===== src/rtl/audio_stream_bridge.sv =====
// Buffered valid/ready bridge between codec ADC/DAC streams and per-channel cores,
// with per-channel bypass/mute, sticky overrun/underrun flags and a DAC sample counter.
module audio_stream_bridge #(
  parameter int NUM_CH     = 2,
  parameter int DATA_W     = 32,
  parameter int FIFO_DEPTH = 4,
  parameter int CNT_W      = 16
) (
  input  logic                     clock,
  input  logic                     reset,
  input  logic [NUM_CH*DATA_W-1:0] adc_data,
  input  logic [NUM_CH-1:0]        adc_valid,
  output logic [NUM_CH-1:0]        adc_ready,
  output logic [NUM_CH*DATA_W-1:0] core_rx_data,
  output logic [NUM_CH-1:0]        core_rx_valid,
  input  logic [NUM_CH-1:0]        core_rx_ready,
  input  logic [NUM_CH*DATA_W-1:0] core_tx_data,
  input  logic [NUM_CH-1:0]        core_tx_valid,
  output logic [NUM_CH-1:0]        core_tx_ready,
  output logic [NUM_CH*DATA_W-1:0] dac_data,
  output logic [NUM_CH-1:0]        dac_valid,
  input  logic [NUM_CH-1:0]        dac_ready,
  input  logic [NUM_CH-1:0]        bypass,
  input  logic [NUM_CH-1:0]        mute,
  input  logic                     clear_status,
  output logic [NUM_CH-1:0]        overrun,
  output logic [NUM_CH-1:0]        underrun,
  output logic [CNT_W-1:0]         dac_count
);

  localparam int AW = $clog2(FIFO_DEPTH);
  localparam int OW = AW + 1;
  localparam logic [OW-1:0] FULL_CNT = OW'(FIFO_DEPTH);

  logic [NUM_CH-1:0] bypass_q;
  logic [NUM_CH-1:0] mute_q;
  logic [NUM_CH-1:0] rx_full_v;
  logic [NUM_CH-1:0] tx_empty_v;
  logic [NUM_CH-1:0] tx_pop_v;

  // Mode inputs are registered before they steer any datapath
  always_ff @(posedge clock or posedge reset) begin
    if (reset) begin
      bypass_q <= '0;
      mute_q   <= '0;
    end else begin
      bypass_q <= bypass;
      mute_q   <= mute;
    end
  end

  for (genvar c = 0; c < NUM_CH; c++) begin : g_ch
    logic [DATA_W-1:0] rx_mem [FIFO_DEPTH];
    logic [DATA_W-1:0] tx_mem [FIFO_DEPTH];
    logic [AW-1:0]     rx_wr, rx_rd, tx_wr, tx_rd;
    logic [OW-1:0]     rx_cnt, tx_cnt;
    logic              rx_full, rx_empty, rx_push, rx_pop;
    logic              tx_full, tx_empty, tx_push, tx_pop;
    logic              move;
    logic [DATA_W-1:0] rx_head, tx_head, tx_din;

    assign rx_full  = (rx_cnt == FULL_CNT);
    assign rx_empty = (rx_cnt == '0);
    assign tx_full  = (tx_cnt == FULL_CNT);
    assign tx_empty = (tx_cnt == '0);
    assign rx_head  = rx_mem[rx_rd];
    assign tx_head  = tx_mem[tx_rd];

    // Bypass forwards the RX head straight into the TX FIFO in one cycle
    assign move    = bypass_q[c] & ~rx_empty & ~tx_full;
    assign rx_push = adc_valid[c] & ~rx_full;
    assign rx_pop  = bypass_q[c] ? move : (~rx_empty & core_rx_ready[c]);
    assign tx_push = bypass_q[c] ? move : (core_tx_valid[c] & ~tx_full);
    assign tx_din  = bypass_q[c] ? rx_head : core_tx_data[c*DATA_W +: DATA_W];
    assign tx_pop  = ~tx_empty & dac_ready[c];

    assign adc_ready[c]                    = ~rx_full;
    assign core_rx_valid[c]                = ~bypass_q[c] & ~rx_empty;
    assign core_rx_data[c*DATA_W +: DATA_W] = rx_head;
    assign core_tx_ready[c]                = ~bypass_q[c] & ~tx_full;
    assign dac_valid[c]                    = ~tx_empty;
    assign dac_data[c*DATA_W +: DATA_W]    = mute_q[c] ? '0 : tx_head;

    assign rx_full_v[c]  = rx_full;
    assign tx_empty_v[c] = tx_empty;
    assign tx_pop_v[c]   = tx_pop;

    always_ff @(posedge clock) begin
      if (rx_push) rx_mem[rx_wr] <= adc_data[c*DATA_W +: DATA_W];
      if (tx_push) tx_mem[tx_wr] <= tx_din;
    end

    always_ff @(posedge clock or posedge reset) begin
      if (reset) begin
        rx_wr  <= '0;
        rx_rd  <= '0;
        rx_cnt <= '0;
        tx_wr  <= '0;
        tx_rd  <= '0;
        tx_cnt <= '0;
      end else begin
        if (rx_push) rx_wr <= rx_wr + AW'(1);
        if (rx_pop)  rx_rd <= rx_rd + AW'(1);
        case ({rx_push, rx_pop})
          2'b10:   rx_cnt <= rx_cnt + OW'(1);
          2'b01:   rx_cnt <= rx_cnt - OW'(1);
          default: rx_cnt <= rx_cnt;
        endcase
        if (tx_push) tx_wr <= tx_wr + AW'(1);
        if (tx_pop)  tx_rd <= tx_rd + AW'(1);
        case ({tx_push, tx_pop})
          2'b10:   tx_cnt <= tx_cnt + OW'(1);
          2'b01:   tx_cnt <= tx_cnt - OW'(1);
          default: tx_cnt <= tx_cnt;
        endcase
      end
    end
  end

  // Sticky flags: a new event in the clearing cycle survives the clear
  always_ff @(posedge clock or posedge reset) begin
    if (reset) begin
      overrun   <= '0;
      underrun  <= '0;
      dac_count <= '0;
    end else begin
      overrun  <= (clear_status ? '0 : overrun)  | (adc_valid & rx_full_v);
      underrun <= (clear_status ? '0 : underrun) | (dac_ready & tx_empty_v);
      if (clear_status)
        dac_count <= tx_pop_v[0] ? CNT_W'(1) : '0;
      else if (tx_pop_v[0])
        dac_count <= dac_count + CNT_W'(1);
    end
  end

endmodule


===== config.mk =====
export PLATFORM = sky130hd
export DESIGN_NAME = audio_stream_bridge
export DESIGN_NICKNAME = d
export VERILOG_FILES = /design/src/rtl/audio_stream_bridge.sv
export SDC_FILE = /design/constraint.sdc
export NUM_CORES = 1
export LEC_CHECK = 0
export CAP_MARGIN = 10
export CORE_MARGIN = 3
export CORE_UTILIZATION = 44
export DETAILED_ROUTE_END_ITERATION = 12
export GPL_TIMING_DRIVEN = 1
export PLACE_DENSITY_LB_ADDON = 0.1
export SLEW_MARGIN = 15
export SYNTH_ARGS = -nofsm -noshare
export SYNTH_HDL_FRONTEND = slang
export SYNTH_SLANG_ARGS = --single-unit

===== constraint.sdc =====
create_clock -name clock -period 3.26 [get_ports clock]
set_clock_uncertainty 0.05 [all_clocks]
set_input_delay 0.326 -clock clock [delete_from_list [all_inputs] [get_ports clock]]
set_output_delay 0.326 -clock clock [all_outputs]
set_load 0.01 [all_outputs]

; Word level (Yosys, flattened, before mapping)
; Memories as Yosys holds them, arrays and structs flattened.
; Cells that the tools add are included.
[op_classes]
bitwise_logic = 30
n_eq_ne = 12
reduce_logical = 9
n_mux = 25
addsub = 17
[ops]
columns = operator, count
row1 = $mux W32, 4
row2 = $mux W16, 2
row3 = $pmux W3 S2, 4
row4 = $add A16 B1 Y16 const B, 1
row5 = $add A2 B1 Y2 const B, 8
row6 = $and A1 B1 Y1, 16
row7 = $mux W1, 13
row8 = $add A3 B1 Y3 const B, 4
row9 = $eq A3 B3 Y1 const B, 4
row10 = $logic_not A3 Y1, 4
row11 = $sub A3 B1 Y3 const B, 4
row12 = $not A1 Y1, 10
row13 = $reduce_bool A2 Y1, 5
row14 = $eq A2 B1 Y1 const B, 4
row15 = $eq A2 B2 Y1 const B, 4
row16 = $and A2 B2 Y2, 2
row17 = $mux W2, 2
row18 = $or A2 B2 Y2, 2
[totals]
out_inout_bits = 156
regBits = 52
mem_count = 4
elab_cells = 114
mem_bits_rw = 512
[mem_list]
columns = memory, depth, width, rd, rd_ports_with_merged_regs, wr, line_no
row1 = g_ch[0].rx_mem, 4, 32, 1, 0, 1, 53  ; logic [DATA_W-1:0] rx_mem [FIFO_DEPTH];
row2 = g_ch[0].tx_mem, 4, 32, 1, 0, 1, 54  ; logic [DATA_W-1:0] tx_mem [FIFO_DEPTH];
row3 = g_ch[1].rx_mem, 4, 32, 1, 0, 1, 53
row4 = g_ch[1].tx_mem, 4, 32, 1, 0, 1, 54

; Depth between registers and ports, before layout
; Gate-level depths: netlist of the first run.
[logic_depth]
word_depth = 7
depth_mapped = 9
mapped_depth_nobuf = 9

; Least setup slack after synthesis of the first run
; OpenSTA, ideal clock, no wires.
[synth_timing]
path_kind = flip-flop to flip-flop
from = register bypass_q[1]
to = memory g_ch[1].tx_mem[0][0] (enable)
stages_incl_launch_ff = 4
setup_ps = 392
required_time_ps = 2818
arrival_ps = 1987
setup_slack_ps = 831
period_less_slack_ps = 2429
path_buffers = 1
cell_sequence = dfrtp_1 -> clkbuf_1 -> a211oi_1 -> and2_1
[synth_via]
elab_chain_cells = 5
[synth_rtl]
columns = item, line_no
row1 = start: declaration, 35  ; logic [NUM_CH-1:0] bypass_q;
row2 = start signal: assignment, 47  ; bypass_q <= bypass;
row3 = $and A1 B1 Y1 (2 in a row), 70  ; assign move = bypass_q[c] & ~rx_empty & ~tx_full;
row4 = $mux W1 (*), 73  ; assign tx_push = bypass_q[c] ? move : (core_tx_valid[c] & ~tx_full);
row5 = $mux W1 (*), 90  ; if (tx_push) tx_mem[tx_wr] <= tx_din;
row6 = $mux W1 (implied by the code) (*), 90
row7 = end: declaration, 54
; Mark *: on every way between the ends. The rest lies on a longest branch, timed or not.

; Worst setup path in the final report of the first run
[layout_timing]
from = register g_ch[0].tx_rd[0]
to = output dac_data[18]
[layout_via]
elab_chain_cells = 2
[layout_rtl]
columns = item, line_no
row1 = start: declaration, 55  ; logic [AW-1:0] rx_wr, rx_rd, tx_wr, tx_rd;
row2 = start signal: assignment, 110  ; if (tx_pop) tx_rd <= tx_rd + AW'(1);
row3 = $mem_v2 Z4 W32, --
row4 = $mux W32, 82  ; assign dac_data[c*DATA_W +: DATA_W] = mute_q[c] ? '0 : tx_head;
row5 = end: declaration, 20  ; output logic [NUM_CH*DATA_W-1:0] dac_data,
; No other way between the ends.

==> report_table.html, run 1 <==
<table>
<tr><th>Metric</th><th>Value</th></tr>
<tr><th colspan="2">Power</th></tr>
<tr><td>Ratio of total power to cell area</td><td>951 nW/µm²</td></tr>
<tr><td>Worst vdd ir</td><td>roughly 0.45 mV</td></tr>
<tr><td>Leakage dissipation</td><td>between 9 and 10 nW</td></tr>
<tr><th colspan="2">Critical path</th></tr>
<tr><td>Flop2flop setup slack</td><td>around 0.80 ns</td></tr>
<tr><td>Critical register-to-register path startpoint</td><td>g_ch[0].tx_cnt[0]$_DFFE_PP0P_</td></tr>
<tr><td>Critical Path Start Type</td><td>register</td></tr>
<tr><td>Kind of end point of the critical path</td><td>output pin</td></tr>
<tr><td>Req. time, crit path</td><td>roughly 2.9 ns</td></tr>
<tr><td>Register-to-Register Path Depth</td><td>10</td></tr>
<tr><td>Data arrival time of the worst path</td><td>2.71 ns</td></tr>
<tr><td>Critical Path Start</td><td>g_ch[0].tx_rd[0]$_DFFE_PP0P_</td></tr>
<tr><td>Critical Path Sink</td><td>dac_data[18]</td></tr>
<tr><td>Kind of critical path</td><td>register to output pin</td></tr>
<tr><td>Worst-path maximum fanout</td><td>13</td></tr>
<tr><td>R2r endpoint</td><td>g_ch[0].tx_cnt[2]$_DFFE_PP0P_</td></tr>
<tr><th colspan="2">Global routing</th></tr>
<tr><td>Number of antenna violations at the first check in global routing</td><td>3</td></tr>
<tr><td>Via count of the first global-routing pass</td><td>~12000</td></tr>
<tr><td>Total Routing Usage GR</td><td>18.4%</td></tr>
<tr><td>First-pass GRT wire length</td><td>~74000 µm</td></tr>
<tr><td>Maximum number of pins on one net before global-route repair</td><td>35</td></tr>
<tr><td>Grt ovf</td><td>0</td></tr>
<tr><th colspan="2">CTS</th></tr>
<tr><td>Number of gates given a new drive strength after cts</td><td>0</td></tr>
<tr><td>Root Buffer Master</td><td>sky130_fd_sc_hd__clkbuf_16</td></tr>
<tr><td>Number of buffers between clock root and the deepest sink</td><td>3</td></tr>
<tr><td>TritonCTS clock tree</td><td>built</td></tr>
<tr><td>Number of CTS-inserted buffers</td><td>a little under 60</td></tr>
<tr><td>Count of hold-fix buffers inserted at cts</td><td>0</td></tr>
<tr><td>Clock slew at reported path FFs</td><td>about 0.06 ns</td></tr>
<tr><td>Number of post-CTS setup repair buffers</td><td>0</td></tr>
<tr><td>Clock latency at the later pin of the worst-skew pair</td><td>between 0.5 and 0.6 ns</td></tr>
<tr><td>Number of clock sinks</td><td>564</td></tr>
<tr><td>H-tree Lvls</td><td>2</td></tr>
<tr><th colspan="2">Logic synthesis</th></tr>
<tr><td>Most frequent cells after synthesis</td><td>sky130_fd_sc_hd__edfxtp_1, sky130_fd_sc_hd__mux4_2, sky130_fd_sc_hd__nor2b_1</td></tr>
<tr><td>Area of the mapped netlist</td><td>approximately 22000 µm²</td></tr>
<tr><td>Synthesized net count</td><td>roughly 1200</td></tr>
<tr><td>Average cell area after synthesis</td><td>~21 µm²</td></tr>
<tr><td>Synth warnings</td><td>0</td></tr>
<tr><td>Cell type with the highest aggregate area in the netlist</td><td>sky130_fd_sc_hd__edfxtp_1</td></tr>
<tr><td>Top cells by area in the synthesized netlist</td><td>sky130_fd_sc_hd__edfxtp_1, sky130_fd_sc_hd__mux4_2, sky130_fd_sc_hd__dfrtp_1</td></tr>
<tr><td>Async set-reset flop share out of synthesis</td><td>under 10%</td></tr>
<tr><td>Count leader, synth</td><td>sky130_fd_sc_hd__edfxtp_1</td></tr>
<tr><td>Share of synthesized area occupied by flip-flops and latches</td><td>between 70% and 80%</td></tr>
<tr><td>Gate count after technology mapping</td><td>1073</td></tr>
<tr><td>Fraction of post-synthesis cell area in the top cell type by area</td><td>around 70%</td></tr>
<tr><td>Number of unique standard cell types used by synthesis</td><td>34</td></tr>
<tr><td>EDFF count, synth</td><td>slightly above 500</td></tr>
<tr><td>Number of flip-flops and latches in the synthesized netlist</td><td>564</td></tr>
<tr><td>Main flop type after synthesis</td><td>sky130_fd_sc_hd__edfxtp_1</td></tr>
<tr><th colspan="2">STA</th></tr>
<tr><td>Period utilisation layout</td><td>between 90% and 100%</td></tr>
<tr><td>Slew headroom</td><td>roughly 40%</td></tr>
<tr><td>Worst-Margin Slew</td><td>around 0.9 ns</td></tr>
<tr><td>RSZ-0062 raised after global routing</td><td>no</td></tr>
<tr><td>Setup-violating endpoint count in the final report</td><td>0</td></tr>
<tr><td>Total negative slack for setup checks</td><td>0 ns</td></tr>
<tr><td>Maximum operating frequency</td><td>324 MHz</td></tr>
<tr><td>Pins over their slew limit</td><td>0</td></tr>
<tr><td>Tmin final</td><td>between 3 and 4 ns</td></tr>
<tr><td>Number of hold-slack violations in the final timing report</td><td>0</td></tr>
<tr><th colspan="2">Drt</th></tr>
<tr><td>Number of DRC violations after detailed-routing iteration 0</td><td>roughly 770</td></tr>
<tr><td>Detail-routed net length per standard cell</td><td>roughly 23 µm</td></tr>
<tr><td>Number of nets with antenna violations after routing</td><td>0</td></tr>
<tr><td>Router iterations before antenna repair</td><td>4</td></tr>
<tr><td>Total number of vias</td><td>about 11000</td></tr>
<tr><td>Count of unresolved DRC violations after routing</td><td>0</td></tr>
<tr><td>Total Routed Length</td><td>~50000 µm</td></tr>
<tr><td>Drt via density</td><td>between 5 and 6</td></tr>
<tr><th colspan="2">Place</th></tr>
<tr><td># port buffers</td><td>298</td></tr>
<tr><td>Number of placed cells counting well taps</td><td>slightly above 2000</td></tr>
<tr><td>Weighted congestion reported at the end of routability-driven placement</td><td>0.760</td></tr>
<tr><td>Post-DP HPWL</td><td>about 32000 µm</td></tr>
<tr><th colspan="2">Layout</th></tr>
<tr><td>Utilization after layout</td><td>57.4%</td></tr>
<tr><td>Area added between synthesis and finish</td><td>27.3%</td></tr>
<tr><td>Net count of the finished layout</td><td>1587</td></tr>
<tr><td>Final cell count without fillers</td><td>2134</td></tr>
<tr><td>Fraction of layout instances using a drive strength above 1</td><td>between 20% and 30%</td></tr>
<tr><th colspan="2">Die</th></tr>
<tr><td>Y dimension of the die</td><td>231 µm</td></tr>
<tr><td>Die outline width</td><td>231 µm</td></tr>
<tr><td>Overall die area</td><td>approximately 53000 µm²</td></tr>
<tr><td>Effective utilization at floorplan</td><td>45.1%</td></tr>
<tr><td>Core outline area</td><td>approximately 50000 µm²</td></tr>
<tr><td>Number of placement rows</td><td>81</td></tr>
<tr><td>Number of top-level pins</td><td>approximately 300</td></tr>
<tr><th colspan="2">Min path</th></tr>
<tr><td>Hold WC Path Type</td><td>input port to asynchronous set/reset pin</td></tr>
<tr><th colspan="2">Outcome</th></tr>
<tr><td>Outcome</td><td>completed</td></tr>
<tr><th colspan="2">Flow run</th></tr>
<tr><td>Maximum Capacitance Violations</td><td>0</td></tr>
</table>
registers in the layout, indices dropped and copies added (netlist names):
signal       count
g_ch.tx_rd       4
g_ch.tx_wr       4
g_ch.tx_cnt      6
g_ch.rx_cnt      6
dac_count       16
overrun          2
g_ch.rx_rd       4
g_ch.rx_mem    256
bypass_q         2
g_ch.tx_mem    256
g_ch.rx_wr       4
underrun         2
mute_q           2
per-stage QoR:
step | setup slack [ns] | power, W | area (µm²) | hold slack, ns
6_report | 0.172 | 0.0270 | 28400 | 0.0346
5_1_grt | 0.00482 | 0.0284 | 28400 | 0.0496
3_5_place_dp | 0.562 | 0.0207 | 26400 | 0.427
3_3_place_gp | 0.637 | 0.0205 | 26400 | 0.415
2_1_floorplan | 0.831 | 0.0163 | 22300 | 0.307
4_1_cts | 0.0587 | 0.0275 | 28400 | 0.0139
logic make-up after synthesis:
logic type,after synthesis,share of synthesized area [%]
muxes,201,16.6
adders and majority gates,25,1.54
xor gates and xnor gates,31,1.22
and+or+nand+nor,152,3.80
buffers and inverters,78,1.41
AOI/OAI and AO/OA,22,0.645
DFF,564,74.8
placed cells by master, fill, tap and decap left out, drive strengths merged, types with 14 or more instances in the layout:
cell type      count
nor2b             68
edfxtp           512
nand2             17
buf               38
clkbuf            74
mux4             128
xnor2             17
inv               29
nor2              24
mux2              69
xor2              14
clkinv            22
ha                21
dfrtp             52
clkdlybuf4s50    298
power breakdown:
part           internal [W]  switching, W
clock network       0.00409       0.00263
registers            0.0104      0.000658
logic               0.00474       0.00446
per-layer routing:
layer / global-route usage (%) / part of all wire (%)
met5: 0 / 0
met4: 4.84 / 1.9
met3: 4.22 / 6.1
met2: 32.3 / 52
met1: 23.4 / 40
how the worst min path moves through the flow:
stage	startpoint	end	slack, ns	depth (start not counted)
after global routing	reset	g_ch[1].tx_rd[0]$_DFFE_PP0P_	0.05	2
after detailed placement	underrun[0]$_DFF_PP0_	underrun[0]$_DFF_PP0_	0.43	1
after CTS	reset	g_ch[1].tx_rd[0]$_DFFE_PP0P_	0.01	2
after global placement	g_ch[1].tx_cnt[2]$_DFFE_PP0P_	g_ch[1].tx_cnt[2]$_DFFE_PP0P_	0.41	1
final	reset	g_ch[1].tx_rd[0]$_DFFE_PP0P_	0.03	2
after floorplan	bypass[0]	bypass_q[0]$_DFF_PP0_	0.31	0
final cells by class:
class	instances	area, µm²
Fill cell	3815	21100
Sequential cell	564	16700
Antenna cell	3	7.51
Clock inverter	34	399
Tap cell	664	831
Clock buffer	74	1560
Timing Repair Buffer	336	3460
Inverter	28	105
Multi-Input combinational cell	431	5330
worst max-delay path, stage by stage, from the launching register on:
cell and delay (ns):
sky130_fd_sc_hd__dfrtp_2 0.65, sky130_fd_sc_hd__buf_12 0.23, sky130_fd_sc_hd__mux4_2 0.51, sky130_fd_sc_hd__nor2b_1 0.15, sky130_fd_sc_hd__clkdlybuf4s50_1 0.57
No activity file was read; power rests on OpenSTA's default activity.
==> inputs of run 2 (changes only) <==
CORE_UTILIZATION = 55   (was 44)
TNS_END_PERCENT = 20   (was not set)
==> run 2 against run 1 <==
Against the previous run:
- sequential share of layout area increased by 0.98 points
- sequential power about the same
- highest routed layer is now met5
- power shrank 3.5%
==> report_table.html, run 2 (same netlist as run 1, synthesis figures left out) <==
<table>
<tr><th>Metric</th><th>Value</th></tr>
<tr><th colspan="2">Outcome</th></tr>
<tr><td>Outcome</td><td>completed</td></tr>
<tr><th colspan="2">STA</th></tr>
<tr><td>Number of hold-slack violations in the final timing report</td><td>0 (unchanged)</td></tr>
<tr><td>Pins over their slew limit</td><td>0 (unchanged)</td></tr>
<tr><td>Hold_ws</td><td>0.0842 ns (+0.0495 ns)</td></tr>
<tr><td>Worst-Margin Slew</td><td>0.922 ns (+0.0343 ns)</td></tr>
<tr><td>Setup-violating endpoint count in the final report</td><td>0 (unchanged)</td></tr>
<tr><td>RSZ-0062 raised after global routing</td><td>no</td></tr>
<tr><td>Tmin final</td><td>3.07 ns (-0.0139 ns)</td></tr>
<tr><td>Maximum operating frequency</td><td>325 MHz (+0.45%)</td></tr>
<tr><td>Period utilisation layout</td><td>94.3% (-0.42 points)</td></tr>
<tr><td>Total negative slack for setup checks</td><td>0 ns (unchanged)</td></tr>
<tr><td>Slew headroom</td><td>38.5% (-2.3 points)</td></tr>
<tr><th colspan="2">Drt</th></tr>
<tr><td>Detail-routed net length per standard cell</td><td>23.6 µm (+2.5%)</td></tr>
<tr><td>Router iterations before antenna repair</td><td>4 (unchanged)</td></tr>
<tr><td>Number of nets with antenna violations after routing</td><td>0 (unchanged)</td></tr>
<tr><td>Total Routed Length</td><td>47000 µm (-4.3%)</td></tr>
<tr><td>Count of unresolved DRC violations after routing</td><td>0 (unchanged)</td></tr>
<tr><td>Total number of vias</td><td>11200 (+0.75%)</td></tr>
<tr><td>Number of DRC violations after detailed-routing iteration 0</td><td>683 (-11%)</td></tr>
<tr><td>Drt via density</td><td>5.63 (+7.9%)</td></tr>
<tr><th colspan="2">Die</th></tr>
<tr><td>Overall die area</td><td>43000 µm² (-20%)</td></tr>
<tr><td>Number of top-level pins</td><td>299 (unchanged)</td></tr>
<tr><td>Die outline width</td><td>207 µm (-10%)</td></tr>
<tr><td>Number of placement rows</td><td>73 (-9.9%)</td></tr>
<tr><td>Core outline area</td><td>39900 µm² (-19%)</td></tr>
<tr><td>Effective utilization at floorplan</td><td>55.9% (+11 points)</td></tr>
<tr><td>Y dimension of the die</td><td>207 µm (-10%)</td></tr>
<tr><th colspan="2">Critical path</th></tr>
<tr><td>Family of cells with the greatest summed delay on the critical path</td><td>buffers and inverters</td></tr>
<tr><td>Worst-path maximum fanout</td><td>25 (+12)</td></tr>
<tr><td>Data arrival time of the worst path</td><td>2.70 ns (about the same)</td></tr>
<tr><td>R2r endpoint</td><td>g_ch[0].tx_cnt[2]$_DFFE_PP0P_</td></tr>
<tr><td>Critical Path Sink</td><td>dac_data[31]</td></tr>
<tr><td>Flop2flop setup slack</td><td>0.83 ns (+0.03 ns)</td></tr>
<tr><td>Kind of end point of the critical path</td><td>output pin</td></tr>
<tr><td>Sequence of cells on the critical path</td><td>buf_12 &gt; mux4_2 &gt; nor2b_1 &gt; clkdlybuf4s50_1</td></tr>
<tr><td>Critical Path Start</td><td>g_ch[0].tx_rd[0]$_DFFE_PP0P_</td></tr>
<tr><td>Register-to-Register Path Depth</td><td>10 (unchanged)</td></tr>
<tr><td>Worst path max stage delay</td><td>0.58 ns (-0.07 ns)</td></tr>
<tr><td>Instance count on the critical path</td><td>4 (unchanged)</td></tr>
<tr><td>Req. time, crit path</td><td>2.88 ns (about the same)</td></tr>
<tr><td>Critical register-to-register path startpoint</td><td>g_ch[0].rx_cnt[0]$_DFFE_PP0P_</td></tr>
<tr><td>Count of buffering cells on the critical path with inverters included</td><td>2 (unchanged)</td></tr>
<tr><td>Critical Path Start Type</td><td>register</td></tr>
<tr><td>Max stage delay cell, worst path</td><td>sky130_fd_sc_hd__dfrtp_2</td></tr>
<tr><td>Kind of critical path</td><td>register to output pin</td></tr>
<tr><th colspan="2">Power</th></tr>
<tr><td>Ratio of total power to cell area</td><td>933 nW/µm² (-1.9%)</td></tr>
<tr><td>Power consumption</td><td>0.0260 W (-3.5%)</td></tr>
<tr><td>Worst vdd ir</td><td>0.605 mV (+35%)</td></tr>
<tr><td>Leakage dissipation</td><td>9.43 nW (-1.6%)</td></tr>
<tr><th colspan="2">Global routing</th></tr>
<tr><td>Total Routing Usage GR</td><td>22.1% (+3.7 points)</td></tr>
<tr><td>Grt ovf</td><td>0 (unchanged)</td></tr>
<tr><td>Via count of the first global-routing pass</td><td>11800 (+0.29%)</td></tr>
<tr><td>Maximum number of pins on one net before global-route repair</td><td>35 (unchanged)</td></tr>
<tr><td>First-pass GRT wire length</td><td>72800 µm (-1.3%)</td></tr>
<tr><td>Number of antenna violations at the first check in global routing</td><td>6 (+3)</td></tr>
<tr><th colspan="2">Layout</th></tr>
<tr><td>Area added between synthesis and finish</td><td>25.2%</td></tr>
<tr><td>Commonest non-fill, non-tap cell in the layout</td><td>sky130_fd_sc_hd__edfxtp_1</td></tr>
<tr><td>Layout fillers</td><td>2495 (-35%)</td></tr>
<tr><td>Net count of the finished layout</td><td>1586 (-0.063%)</td></tr>
<tr><td>Fraction of layout instances using a drive strength above 1</td><td>23.2% (-0.62 points)</td></tr>
<tr><td>Sequential cell area in the final layout</td><td>16700 µm² (about the same)</td></tr>
<tr><td>Post-Layout Inst Area</td><td>27900 µm² (-1.6%)</td></tr>
<tr><td>Biggest registers after layout</td><td>g_ch.rx_mem x256, g_ch.tx_mem x256, dac_count x16</td></tr>
<tr><td>Combined area of the multi-input logic cells</td><td>5330 µm² (unchanged)</td></tr>
<tr><td>Final cell count without fillers</td><td>1992 (-6.7%)</td></tr>
<tr><td>Most used cells in the layout excluding fill and tap cells</td><td>sky130_fd_sc_hd__edfxtp_1, sky130_fd_sc_hd__clkdlybuf4s50_1, sky130_fd_sc_hd__mux4_2, sky130_fd_sc_hd__nor2b_1, sky130_fd_sc_hd__mux2_2</td></tr>
<tr><th colspan="2">Min path</th></tr>
<tr><td>Hold WC Path Type</td><td>input port to asynchronous set/reset pin</td></tr>
<tr><th colspan="2">CTS</th></tr>
<tr><td>Clock latency at the later pin of the worst-skew pair</td><td>0.59 ns (about the same)</td></tr>
<tr><td>Number of CTS-inserted buffers</td><td>54 (-6.9%)</td></tr>
<tr><td>Number of gates given a new drive strength after cts</td><td>0 (unchanged)</td></tr>
<tr><td>H-tree Lvls</td><td>2 (unchanged)</td></tr>
<tr><td>Number of post-CTS setup repair buffers</td><td>0 (unchanged)</td></tr>
<tr><td>Number of clock sinks</td><td>564 (unchanged)</td></tr>
<tr><td>Count of hold-fix buffers inserted at cts</td><td>0 (unchanged)</td></tr>
<tr><td>Number of buffers between clock root and the deepest sink</td><td>3 (unchanged)</td></tr>
<tr><td>Clock slew at reported path FFs</td><td>0.06 ns (about the same)</td></tr>
<tr><td>TritonCTS clock tree</td><td>built</td></tr>
<tr><td>Root Buffer Master</td><td>sky130_fd_sc_hd__clkbuf_16</td></tr>
<tr><th colspan="2">Flow run</th></tr>
<tr><td>Maximum Capacitance Violations</td><td>0 (unchanged)</td></tr>
<tr><th colspan="2">Place</th></tr>
<tr><td># port buffers</td><td>298 (unchanged)</td></tr>
<tr><td>Number of placed cells counting well taps</td><td>1887 (-6.7%)</td></tr>
<tr><td>Weighted congestion reported at the end of routability-driven placement</td><td>0.752 (-0.99%)</td></tr>
<tr><td>Area after detailed placement</td><td>26200 µm² (-0.67%)</td></tr>
<tr><td>Post-DP HPWL</td><td>31500 µm (-1.5%)</td></tr>
</table>
## run 2: worst min-delay path by stage
stage	to	slack, ns	start
6_report	overrun[1]$_DFF_PP0_	0.08	reset
5_1_grt	bypass_q[1]$_DFF_PP0_	0.1	bypass[1]
4_1_cts	bypass_q[1]$_DFF_PP0_	0.09	reset
3_5_place_dp	underrun[0]$_DFF_PP0_	0.42	underrun[0]$_DFF_PP0_
3_3_place_gp	g_ch[1].tx_cnt[2]$_DFFE_PP0P_	0.41	g_ch[1].tx_cnt[2]$_DFFE_PP0P_
2_1_floorplan	bypass_q[0]$_DFF_PP0_	0.31	bypass[0]
## run 2: layout make-up
class                   count  share of cell area [%]
clock inverters            34                   0.865
well taps                 525                    2.35
clock buffers              67                    5.12
repair buffers            339                    12.4
inverters                  28                   0.377
flip-flops and latches    564                    59.8
multi-input cells         431                    19.1
diodes                      4                  0.0359
## run 2: worst reg2reg max path, stage by stage (launching register included)
cell and delay [ns]:
sky130_fd_sc_hd__dfrtp_1 0.42, sky130_fd_sc_hd__nor3_1 0.44, sky130_fd_sc_hd__a211oi_1 0.18, sky130_fd_sc_hd__buf_4 0.20, sky130_fd_sc_hd__inv_1 0.06, sky130_fd_sc_hd__ha_1 0.17
sky130_fd_sc_hd__inv_1 0.06, sky130_fd_sc_hd__fa_1 0.37, sky130_fd_sc_hd__xor2_1 0.15, sky130_fd_sc_hd__nor2_1 0.11, sky130_fd_sc_hd__xor2_1 0.16
## run 2: metal layers
layer  wire, µm  global-route usage, %  share of wire [%]  up-vias
met1      18800                   29.2                 40     5838
met5         29                      0              0.062        -
met2      24000                   37.3                 51      324
li1           -                      -                  -     4984
met4       1050                   6.62                2.2        4
met3       3130                   5.26                6.7       70
## run 2: report_power, final
part	internal [W]	leakage (nW)	total, W	switching (W)
logic	0.00473	3.28	0.00909	0.00437
registers	0.0104	5.35	0.0111	0.000693
clock network	0.00328	0.805	0.00585	0.00257
total	0.0184	9.43	0.0260	0.00763
## run 2: stage by stage
step           setup WS, ns  util [%]
6_report              0.186      69.9
5_1_grt             0.00766      69.9
4_1_cts              0.0980      69.9
3_5_place_dp          0.654      65.7
3_3_place_gp          0.689      65.7
2_1_floorplan         0.831         -
==> inputs of run 3 (changes only) <==
clock period = 3.49 ns   (was 3.26 ns; I/O delays follow)
==> run 3 against run 2 <==
Against the previous run:
- die area unchanged
- combinational power decreased by 8.1%
- first-iteration DRC count increased by 13%
- final cell count decreased by 0.55%
- sequential power shrank 6%
- count of clock-buffer cells in the layout rose by 7
- critical path depth unchanged
- utilization decreased by 0.23 points
- wire length decreased by 0.62%
- hold slack better by 0.067 ns
- design area fell by 0.33%
- critical endpoint is now dac_data[6]
==> report_table.html, run 3 (same netlist as run 1, synthesis figures left out) <==
<table>
<tr><th>Metric</th><th>Value</th></tr>
<tr><th colspan="2">Outcome</th></tr>
<tr><td>Outcome</td><td>completed</td></tr>
<tr><th colspan="2">Flow run</th></tr>
<tr><td>Maximum Capacitance Violations</td><td>0 (unchanged)</td></tr>
<tr><th colspan="2">Min path</th></tr>
<tr><td>Hold WC Path Type</td><td>input port to register</td></tr>
<tr><td>Worst hold path depth</td><td>1</td></tr>
<tr><td>End point of the most critical hold path</td><td>bypass_q[0]$_DFF_PP0_</td></tr>
<tr><td>Critical hold path startpoint</td><td>bypass[0]</td></tr>
<tr><th colspan="2">CTS</th></tr>
<tr><td>Clock latency at the later pin of the worst-skew pair</td><td>0.59 ns (about the same)</td></tr>
<tr><td>Clock slew at reported path FFs</td><td>0.06 ns (about the same)</td></tr>
<tr><td>Count of hold-fix buffers inserted at cts</td><td>0 (unchanged)</td></tr>
<tr><td>Number of post-CTS setup repair buffers</td><td>0 (unchanged)</td></tr>
<tr><td>H-tree Lvls</td><td>2 (unchanged)</td></tr>
<tr><td>Number of CTS-inserted buffers</td><td>55 (+1.9%)</td></tr>
<tr><td>Number of buffers between clock root and the deepest sink</td><td>3 (unchanged)</td></tr>
<tr><td>TritonCTS clock tree</td><td>built</td></tr>
<tr><td>Root Buffer Master</td><td>sky130_fd_sc_hd__clkbuf_16</td></tr>
<tr><td>Number of clock sinks</td><td>564 (unchanged)</td></tr>
<tr><td>Number of gates given a new drive strength after cts</td><td>0 (unchanged)</td></tr>
<tr><th colspan="2">Critical path</th></tr>
<tr><td>Kind of critical path</td><td>register to output pin</td></tr>
<tr><td>Worst-path maximum fanout</td><td>27 (+8.0%)</td></tr>
<tr><td>Req. time, crit path</td><td>3.09 ns (+0.21 ns)</td></tr>
<tr><td>Kind of end point of the critical path</td><td>output pin</td></tr>
<tr><td>Critical register-to-register path startpoint</td><td>g_ch[0].rx_cnt[0]$_DFFE_PP0P_</td></tr>
<tr><td>Flop2flop setup slack</td><td>1.08 ns (+0.25 ns)</td></tr>
<tr><td>Critical Path Start</td><td>g_ch[0].tx_rd[1]$_DFFE_PP0P_</td></tr>
<tr><td>Critical Path Start Type</td><td>register</td></tr>
<tr><td>Register-to-Register Path Depth</td><td>10 (unchanged)</td></tr>
<tr><td>Data arrival time of the worst path</td><td>2.63 ns (-0.07 ns)</td></tr>
<tr><td>R2r endpoint</td><td>g_ch[0].tx_cnt[2]$_DFFE_PP0P_</td></tr>
<tr><th colspan="2">STA</th></tr>
<tr><td>Tmin final</td><td>between 3 and 4 ns</td></tr>
<tr><td>Pins over their slew limit</td><td>0 (unchanged)</td></tr>
<tr><td>Total negative slack for setup checks</td><td>0 ns (unchanged)</td></tr>
<tr><td>Maximum operating frequency</td><td>about 330 MHz</td></tr>
<tr><td>Slew headroom</td><td>38.7% (+0.16 points)</td></tr>
<tr><td>Number of hold-slack violations in the final timing report</td><td>0 (unchanged)</td></tr>
<tr><td>Setup-violating endpoint count in the final report</td><td>0 (unchanged)</td></tr>
<tr><td>Period utilisation layout</td><td>roughly 87%</td></tr>
<tr><td>RSZ-0062 raised after global routing</td><td>no</td></tr>
<tr><td>Worst-Margin Slew</td><td>0.920 ns (-0.00237 ns)</td></tr>
<tr><th colspan="2">Place</th></tr>
<tr><td>Weighted congestion reported at the end of routability-driven placement</td><td>0.787 (+4.6%)</td></tr>
<tr><td>Post-DP HPWL</td><td>30300 µm (-3.8%)</td></tr>
<tr><td>Number of placed cells counting well taps</td><td>1878 (-0.48%)</td></tr>
<tr><td># port buffers</td><td>298 (unchanged)</td></tr>
<tr><th colspan="2">Power</th></tr>
<tr><td>Leakage dissipation</td><td>9.41 nW (-0.24%)</td></tr>
<tr><td>Worst vdd ir</td><td>0.694 mV (+15%)</td></tr>
<tr><td>Ratio of total power to cell area</td><td>879 nW/µm² (-5.8%)</td></tr>
<tr><td>Power consumption</td><td>0.0245 W (-6.1%)</td></tr>
<tr><th colspan="2">Die</th></tr>
<tr><td>Number of top-level pins</td><td>299 (unchanged)</td></tr>
<tr><td>Effective utilization at floorplan</td><td>55.9% (unchanged)</td></tr>
<tr><td>Overall die area</td><td>43000 µm² (unchanged)</td></tr>
<tr><td>Y dimension of the die</td><td>207 µm (unchanged)</td></tr>
<tr><td>Core outline area</td><td>39900 µm² (unchanged)</td></tr>
<tr><td>Die outline width</td><td>207 µm (unchanged)</td></tr>
<tr><td>Number of placement rows</td><td>73 (unchanged)</td></tr>
<tr><th colspan="2">Drt</th></tr>
<tr><td>Count of unresolved DRC violations after routing</td><td>0 (unchanged)</td></tr>
<tr><td>Drt via density</td><td>5.62 (-0.18%)</td></tr>
<tr><td>Router iterations before antenna repair</td><td>5 (+1)</td></tr>
<tr><td>Total number of vias</td><td>11100 (-0.73%)</td></tr>
<tr><td>Number of DRC violations after detailed-routing iteration 0</td><td>773 (+13%)</td></tr>
<tr><td>Total Routed Length</td><td>46700 µm (-0.62%)</td></tr>
<tr><td>Number of nets with antenna violations after routing</td><td>0 (unchanged)</td></tr>
<tr><td>Detail-routed net length per standard cell</td><td>23.6 µm (about the same)</td></tr>
<tr><th colspan="2">Global routing</th></tr>
<tr><td>Via count of the first global-routing pass</td><td>11800 (-0.39%)</td></tr>
<tr><td>Number of antenna violations at the first check in global routing</td><td>2 (-4)</td></tr>
<tr><td>Total Routing Usage GR</td><td>22.0% (-0.18 points)</td></tr>
<tr><td>Grt ovf</td><td>0 (unchanged)</td></tr>
<tr><td>Maximum number of pins on one net before global-route repair</td><td>38 (+8.6%)</td></tr>
<tr><td>First-pass GRT wire length</td><td>72300 µm (-0.72%)</td></tr>
<tr><th colspan="2">Layout</th></tr>
<tr><td>Biggest registers after layout</td><td>g_ch.rx_mem x256, g_ch.tx_mem x256, dac_count x16</td></tr>
<tr><td>Fraction of layout instances using a drive strength above 1</td><td>22.7% (-0.49 points)</td></tr>
<tr><td>Commonest non-fill, non-tap cell in the layout</td><td>sky130_fd_sc_hd__edfxtp_1</td></tr>
<tr><td>Final cell count without fillers</td><td>1981 (-0.55%)</td></tr>
<tr><td>Layout fillers</td><td>2552 (+2.3%)</td></tr>
<tr><td>Most used cells in the layout excluding fill and tap cells</td><td>sky130_fd_sc_hd__edfxtp_1, sky130_fd_sc_hd__clkdlybuf4s50_1, sky130_fd_sc_hd__mux4_2, sky130_fd_sc_hd__nor2b_1, sky130_fd_sc_hd__mux2_2</td></tr>
<tr><td>Area added between synthesis and finish</td><td>24.8%</td></tr>
<tr><td>Net count of the finished layout</td><td>1578 (-0.50%)</td></tr>
</table>
[run 3: worst max-delay path by stage]
stage / slack (ns) / to / cells past startpoint
after floorplan: 1.06 / g_ch[1].tx_mem[0][0]$_DFFE_PP_ / 3
after global routing: 0.32 / dac_data[22] / 4
after detailed placement: 0.88 / g_ch[0].rx_cnt[2]$_DFFE_PP0P_ / 9
after global placement: 0.88 / g_ch[1].tx_mem[2][5]$_DFFE_PP_ / 6
after CTS: 0.38 / dac_data[6] / 4
final: 0.46 / dac_data[6] / 4
[run 3: routing by layer]
layer / vias to the layer above / part of all wire [%] / global-route usage [%]
li1: 4959 / - / -
met1: 5755 / 41 / 30.0
met2: 353 / 50 / 36.5
met3: 69 / 6.9 / 5.52
met4: 2 / 2.0 / 5.01
met5: - / 0.043 / 0
[run 3: layout make-up]
class	count	area [µm²]	share of cell area, %
Timing Repair Buffer	330	3300	11.9
Multi-Input combinational cell	431	5330	19.1
Tap cell	525	657	2.36
Sequential cell	564	16700	60.0
Clock buffer	74	1510	5.43
Antenna cell	1	2.50	0.00900
Clock inverter	28	231	0.832
Inverter	28	105	0.378
[run 3: stage by stage]
stage          util, %  cell area (µm²)  worst slack (ns)  hold WS (ns)
5_1_grt           69.7            27800             0.320         0.135
3_5_place_dp      65.3            26100             0.883         0.421
2_1_floorplan        -            22300              1.06         0.330
6_report          69.7            27800             0.462         0.151
4_1_cts           69.7            27800             0.383         0.111
3_3_place_gp      65.3            26100             0.876         0.410
[run 3: critical path: stages, from the launching register on]
cell and delay, ns:
sky130_fd_sc_hd__dfrtp_2 0.81, sky130_fd_sc_hd__buf_4 0.28, sky130_fd_sc_hd__mux4_2 0.29, sky130_fd_sc_hd__nor2b_1 0.14, sky130_fd_sc_hd__clkdlybuf4s50_1 0.51
[run 3: where the power goes]
part / leakage (nW) / total (W) / switching (W) / internal [W]
Clock: 0.852 / 0.00571 / 0.00239 / 0.00332
Combinational: 3.21 / 0.00835 / 0.00405 / 0.00431
Sequential: 5.35 / 0.0104 / 0.000671 / 0.00973
Total: 9.41 / 0.0245 / 0.00711 / 0.0174
